<file path="src/rtl/pb_intf_pkg.sv">
// rtl/pb_intf_pkg.sv - shared push-button event/state types and level-to-scale mapping
package pb_intf_pkg;

    typedef enum logic [1:0] {EVT_NONE, EVT_SHORT, EVT_LONG} pb_evt_t;
    typedef enum logic [1:0] {ARM, IDLE, HELD, LONG} pb_state_t;

    // Rounded linear map of level onto 0..2^scale_w-1; ends land exactly on 0 and full scale
    function automatic int unsigned lvl2scale(input int unsigned lvl,
                                              input int unsigned num_lvl,
                                              input int unsigned scale_w);
        int unsigned full;
        full = (32'd1 << scale_w) - 32'd1;
        return (lvl * full + (num_lvl - 32'd1) / 32'd2) / (num_lvl - 32'd1);
    endfunction

endpackage

</file>
<file path="src/rtl/pb_debounce.sv">
// rtl/pb_debounce.sv - per-button synchroniser, debouncer and press FSM; long press under PB_LONG_PRESS_EN
module pb_debounce
    import pb_intf_pkg::*;
#(
    parameter int DBNC_CYC = 16,
    parameter int LONG_CYC = 1024
) (
    input  logic    clk,
    input  logic    rst_n,
    input  logic    btn_n,
    output pb_evt_t evt
);

    localparam int DW = $clog2(DBNC_CYC + 1);

    logic          s1_q, s1_d, s2_q, s2_d;
    logic          deb_q, deb_d;
    logic [DW-1:0] dcnt_q, dcnt_d;
    logic [1:0]    flush_q, flush_d;
    pb_state_t     state_q, state_d;
`ifdef PB_LONG_PRESS_EN
    localparam int HW = $clog2(LONG_CYC + 1);
    logic [HW-1:0] hold_q, hold_d;
`endif

    always_comb begin
        s1_d    = btn_n;
        s2_d    = s1_q;
        deb_d   = deb_q;
        dcnt_d  = '0;
        flush_d = (flush_q == 2'd2) ? flush_q : flush_q + 2'd1;
        if (s2_q != deb_q) begin
            if (dcnt_q == DW'(DBNC_CYC - 1)) deb_d = s2_q;
            else                             dcnt_d = dcnt_q + 1'b1;
        end

        state_d = state_q;
        evt     = EVT_NONE;
`ifdef PB_LONG_PRESS_EN
        hold_d  = hold_q;
`endif
        case (state_q)
            // Leave only once the synchroniser carries real input and shows a release
            ARM:  if (flush_q == 2'd2 && deb_q && s2_q) state_d = IDLE;
            IDLE: if (!deb_q) begin
                state_d = HELD;
`ifdef PB_LONG_PRESS_EN
                hold_d  = '0;
`endif
            end
            HELD: begin
`ifdef PB_LONG_PRESS_EN
                hold_d = (hold_q == HW'(LONG_CYC)) ? hold_q : hold_q + 1'b1;
`endif
                if (deb_q) begin
                    evt     = EVT_SHORT;
                    state_d = IDLE;
                end
`ifdef PB_LONG_PRESS_EN
                // IDLE cycle plus this one complete LONG_CYC held cycles since the debounced press
                else if (hold_q == HW'(LONG_CYC - 2)) begin
                    evt     = EVT_LONG;
                    state_d = LONG;
                end
`endif
            end
            default: if (deb_q) state_d = IDLE;
        endcase
    end

    always_ff @(posedge clk) begin
        if (!rst_n) begin
            s1_q    <= 1'b1;
            s2_q    <= 1'b1;
            deb_q   <= 1'b1;
            dcnt_q  <= '0;
            flush_q <= '0;
            state_q <= ARM;
`ifdef PB_LONG_PRESS_EN
            hold_q  <= '0;
`endif
        end else begin
            s1_q    <= s1_d;
            s2_q    <= s2_d;
            deb_q   <= deb_d;
            dcnt_q  <= dcnt_d;
            flush_q <= flush_d;
            state_q <= state_d;
`ifdef PB_LONG_PRESS_EN
            hold_q  <= hold_d;
`endif
        end
    end

endmodule

</file>
<file path="src/rtl/pb_assist_ctrl.sv">
// rtl/pb_assist_ctrl.sv - two-button assist level stepper with scale map; long press under PB_LONG_PRESS_EN
module pb_assist_ctrl
    import pb_intf_pkg::*;
#(
    parameter int NUM_LVL  = 4,
    parameter int SCALE_W  = 3,
    parameter int DBNC_CYC = 16,
    parameter int LONG_CYC = 1024,
    parameter int RST_LVL  = 2,
    parameter int WRAP     = 1,
    localparam int LVL_W   = $clog2(NUM_LVL)
) (
    input  logic               clk,
    input  logic               rst_n,
    input  logic               tgglUp,
    input  logic               tgglDn,
    output logic [LVL_W-1:0]   setting,
    output logic [SCALE_W-1:0] scale,
    output logic               lvl_chg,
    output logic               long_press
);

    localparam logic [LVL_W-1:0] MAX_LVL = LVL_W'(NUM_LVL - 1);
    localparam logic [LVL_W-1:0] RST_VAL = LVL_W'(RST_LVL);

    pb_evt_t          up_evt, dn_evt;
    logic             up_long, dn_long, up_short, dn_short;
    logic [LVL_W-1:0] setting_q, setting_d;
    logic             lvl_chg_q, lvl_chg_d;
    logic             long_press_q, long_press_d;

    pb_debounce #(.DBNC_CYC(DBNC_CYC), .LONG_CYC(LONG_CYC)) u_up (
        .clk(clk), .rst_n(rst_n), .btn_n(tgglUp), .evt(up_evt)
    );
    pb_debounce #(.DBNC_CYC(DBNC_CYC), .LONG_CYC(LONG_CYC)) u_dn (
        .clk(clk), .rst_n(rst_n), .btn_n(tgglDn), .evt(dn_evt)
    );

    always_comb begin
        up_long   = (up_evt == EVT_LONG);
        dn_long   = (dn_evt == EVT_LONG);
        up_short  = (up_evt == EVT_SHORT);
        dn_short  = (dn_evt == EVT_SHORT);
        setting_d = setting_q;
        // Long beats short; down long wins a long-long tie; opposing shorts cancel
        if (up_long || dn_long)
            setting_d = dn_long ? '0 : MAX_LVL;
        else if (up_short && !dn_short)
            setting_d = (setting_q == MAX_LVL) ? ((WRAP != 0) ? '0 : MAX_LVL) : setting_q + 1'b1;
        else if (dn_short && !up_short)
            setting_d = (setting_q == '0) ? ((WRAP != 0) ? MAX_LVL : '0) : setting_q - 1'b1;
        lvl_chg_d = (setting_d != setting_q);
`ifdef PB_LONG_PRESS_EN
        long_press_d = up_long || dn_long;
`else
        long_press_d = 1'b0;
`endif
    end

    always_ff @(posedge clk) begin
        if (!rst_n) begin
            setting_q    <= RST_VAL;
            lvl_chg_q    <= 1'b0;
            long_press_q <= 1'b0;
        end else begin
            setting_q    <= setting_d;
            lvl_chg_q    <= lvl_chg_d;
            long_press_q <= long_press_d;
        end
    end

    assign setting    = setting_q;
    assign scale      = SCALE_W'(lvl2scale(32'(setting_q), NUM_LVL, SCALE_W));
    assign lvl_chg    = lvl_chg_q;
    assign long_press = long_press_q;

endmodule

</file>
<file path="config.mk">
export PLATFORM = sky130hd
export DESIGN_NAME = pb_assist_ctrl
export DESIGN_NICKNAME = d
export VERILOG_FILES = /design/src/rtl/pb_intf_pkg.sv /design/src/rtl/pb_debounce.sv /design/src/rtl/pb_assist_ctrl.sv
export SDC_FILE = /design/constraint.sdc
export NUM_CORES = 1
export LEC_CHECK = 0
export CAP_MARGIN = 20
export CORE_MARGIN = 1.5
export CORE_UTILIZATION = 44
export DETAILED_ROUTE_END_ITERATION = 8
export PLACE_DENSITY_LB_ADDON = 0.25
export SETUP_SLACK_MARGIN = 0.1
export SLEW_MARGIN = 20
export SYNTH_ARGS = -nofsm -noshare
export SYNTH_HDL_FRONTEND = slang
export SYNTH_SLANG_ARGS = --single-unit
</file>
<file path="constraint.sdc">
create_clock -name clk -period 2.9 [get_ports clk]
set_input_delay 0.29 -clock clk [delete_from_list [all_inputs] [get_ports clk]]
set_output_delay 0.29 -clock clk [all_outputs]
set_load 0.01 [all_outputs]
</file>
==> summary.md, run 1 <==
| Metric | Value |
|---|---|
| Final WS setup | 323 ps |
| Unrepaired setup endpoints after global routing | no |
| Hold_buf cts | 0 |
| Number of global-route vias before repair | 806 |
| CTS buffer count | 3 |
| Core box area | 2730 um^2 |
| DIE AREA | 3190 um^2 |
| HPWL after DPL | 1390 um |
| Yosys top cell by area | dfxtp_1 |
| Grt ovf | 0 |
| CTS tree | done |
| Root Driver | clkbuf_4 |
| Post-route cell area | 1380 um^2 |
| DR iter-0 viols | 11 |
| Vias per inst | 5.03 |
| Antenna viol nets, final | 0 |
| Met1 wire length | 854 um |
| Clk Latency, worst-skew pair | 320 ps |
| Cell Area, Synth | 1260 um^2 |
| Kind of critical path | flip-flop to output port |
| Setup tns final | 0 ps |
| Gr usage total | 13.3% |
| Min Clock Period, post-route | 2580 ps |
| Clk sink count | 27 |
| Fin cells | 173 |
| Top FF cell, synth | dfxtp_1 |
| Dpl cells | 169 |
| Worst Skew | 1.64 ps |
| Worst EP required | 2610 ps |
| Most numerous cell in the Yosys netlist | dfxtp_1 |
| Wirelength per Cell | 10.6 um |
| Post-cts sizing count | 0 |
| Initial antenna violation count | 0 |
| Synth Net Count | 149 |
| YS warnings | 0 |
| DR pass1 iterations | 4 |
| Placement row count | 19 |
| Max Cap Viol | 0 |
| Setup crit end kind | output port |
| Layout cells sized above 1 | 4.93% |
| Synth cell count leaders | dfxtp_1, nor2_1, inv_1, ha_1, a21oi_1 |
| Worst EP arrival | 2290 ps |
| Cells after Synth | 133 |
| IO buf count | 9 |
| P_leak | 0.585 nW |
| Routability cong. | 0.755 |
| # diodes | 0 |
| Post-CTS Setup Bufs | 0 |
| Final setup fails | 0 |
| Met2 Wirelength | 882 um |
| Minimum hold slack | 426 ps |
| Clk buf depth | 2 |
| Final Hold Fails | 0 |
| Placed inst area | 1350 um^2 |
| Die span in x | 56.5 um |
| Number of remaining DRC errors | 0 |
| Final net count | 159 |
| H-tree lvl count | 1 |
| Ranking of synthesized cells by area | dfxtp_1, ha_1, nor2_1, inv_1, xnor2_1 |
| Worst min path class | flip-flop to flip-flop |
| PD cells | 580 nW/um^2 |
| EDFF count, synth | 0 |
| Synth cell types | 33 |
| Area Overhead vs Synth | 9.85% |
| Status | finished clean |
| Share of the synthesized area in the top cell type | 43.0% |
| Worst setup SP type | flip-flop |
| Overall power | 0.801 mW |
| First-pass GRT wire length | 3280 um |
| Met3 wire len | 57 um |
| Synth async-reset ratio | 0% |
| Die height | 56.5 um |
| DR top layer | met4 |
| Worst IR Drop VDD | 0.333 mV |
| Worst-path clk slew | 130 ps |
| Post-synthesis sequential area ratio | 43.0% |
| Syn_area_per_cell | 9.45 um^2 |
| Crit Path Max Fanout | 7 |
| Via count | 871 |
| Largest net degree at the start of global routing | 15 |
| Synth Register Bits | 27 |
| Initial Util | 46.0% |
| Dpl ws | 502 ps |
| Pins Over Slew Limit | 0 |
| Io pins | 11 |
| Drt total wl | 1830 um |
| Util after Layout | 50.5% |
| Final period utilization | 88.8% |
| Max Clk Rate | 0.388 GHz |
==> cells in the final DEF (no fill, tap or decap), types with 2 or more instances in the layout <==
cell | netlist | final
nand3_1 | 2 | 2
and3_1 | 2 | 2
dfxtp_1 | 27 | 26
nor2_1 | 20 | 20
inv_1 | 13 | 13
xor2_1 | 5 | 5
or3_1 | 3 | 3
mux2i_1 | 3 | 3
o21ai_0 | 4 | 4
ha_1 | 12 | 12
a21oi_1 | 6 | 6
clkbuf_4 | 0 | 3
nor3_1 | 2 | 2
nand2b_1 | 5 | 5
nand2_1 | 4 | 4
clkdlybuf4s50_1 | 0 | 9
and3b_1 | 2 | 2
xnor2_1 | 5 | 5
==> kinds of logic after synthesis <==
| kind of cell | share of synthesized area [%] |
|---|---|
| compound gates | 10.9 |
| xor+xnor | 6.96 |
| fa+ha+maj | 12.8 |
| buf+inv | 6.67 |
| flops | 43.0 |
| mux | 2.39 |
| other cells | 0.298 |
| simple gates | 16.9 |
==> final timing paths <==
kind              startpoint         to  slack [ps]  cells after the start
setup reg to reg  setting[1]    lvl_chg        1170                      5
hold reg to reg    u_dn.s1_q  u_dn.s2_q         430                      1
setup / recovery  setting[1]   scale[1]         320                      6
hold / removal     u_dn.s1_q  u_dn.s2_q         430                      1
==> critical path: stages (launching register included) <==
cell and delay, ps:
dfxtp_1 490, inv_1 120, ha_1 380, xor2_1 160, o21ai_0 100, o211ai_1 160, clkdlybuf4s50_1 550
==> per-layer routing <==
layer  GRT usage, %  vias to the layer above
met5              0                        -
met4           6.80                        0
met3           4.15                        4
met2           21.9                       12
met1           15.3                      396
li1               -                      459
==> state kept, by name (all words and copies together) (netlist names), 2 cells and up <==
| name | count |
|---|---|
| setting | 2 |
| u_up.state_q | 2 |
| u_up.dcnt_q | 5 |
| u_up.flush_q | 2 |
| u_dn.flush_q | 2 |
| u_dn.state_q | 2 |
| u_dn.dcnt_q | 5 |
==> power by group <==
part	total [mW]	leakage (nW)	internal [mW]	switching, mW
logic	0.204	0.349	0.106	0.0981
registers	0.439	0.221	0.412	0.0276
clock network	0.158	0.0150	0.0539	0.104
==> layout make-up <==
| class | count | area (um^2) |
|---|---|---|
| Clock buffer | 4 | 26.3 |
| Multi-Input combinational cell | 89 | 633 |
| Tap cell | 31 | 38.8 |
| Timing Repair Buffer | 9 | 90.1 |
| Fill cell | 270 | 1350 |
| Inverter | 13 | 48.8 |
| Sequential cell | 27 | 544 |
(Power assumes the default switching activity.)
==> inputs of run 2 (changes only) <==
Settings changed: SLEW_MARGIN 20 to 15.
==> results of run 2 <==
Same layout as run 1: the final DEF is identical, and so are final timing and power.
==> inputs of run 3 (changes only) <==
Settings changed: SLEW_MARGIN 15 to 30.
==> results of run 3 <==
Same layout as run 1: the final DEF is identical, and so are final timing and power.
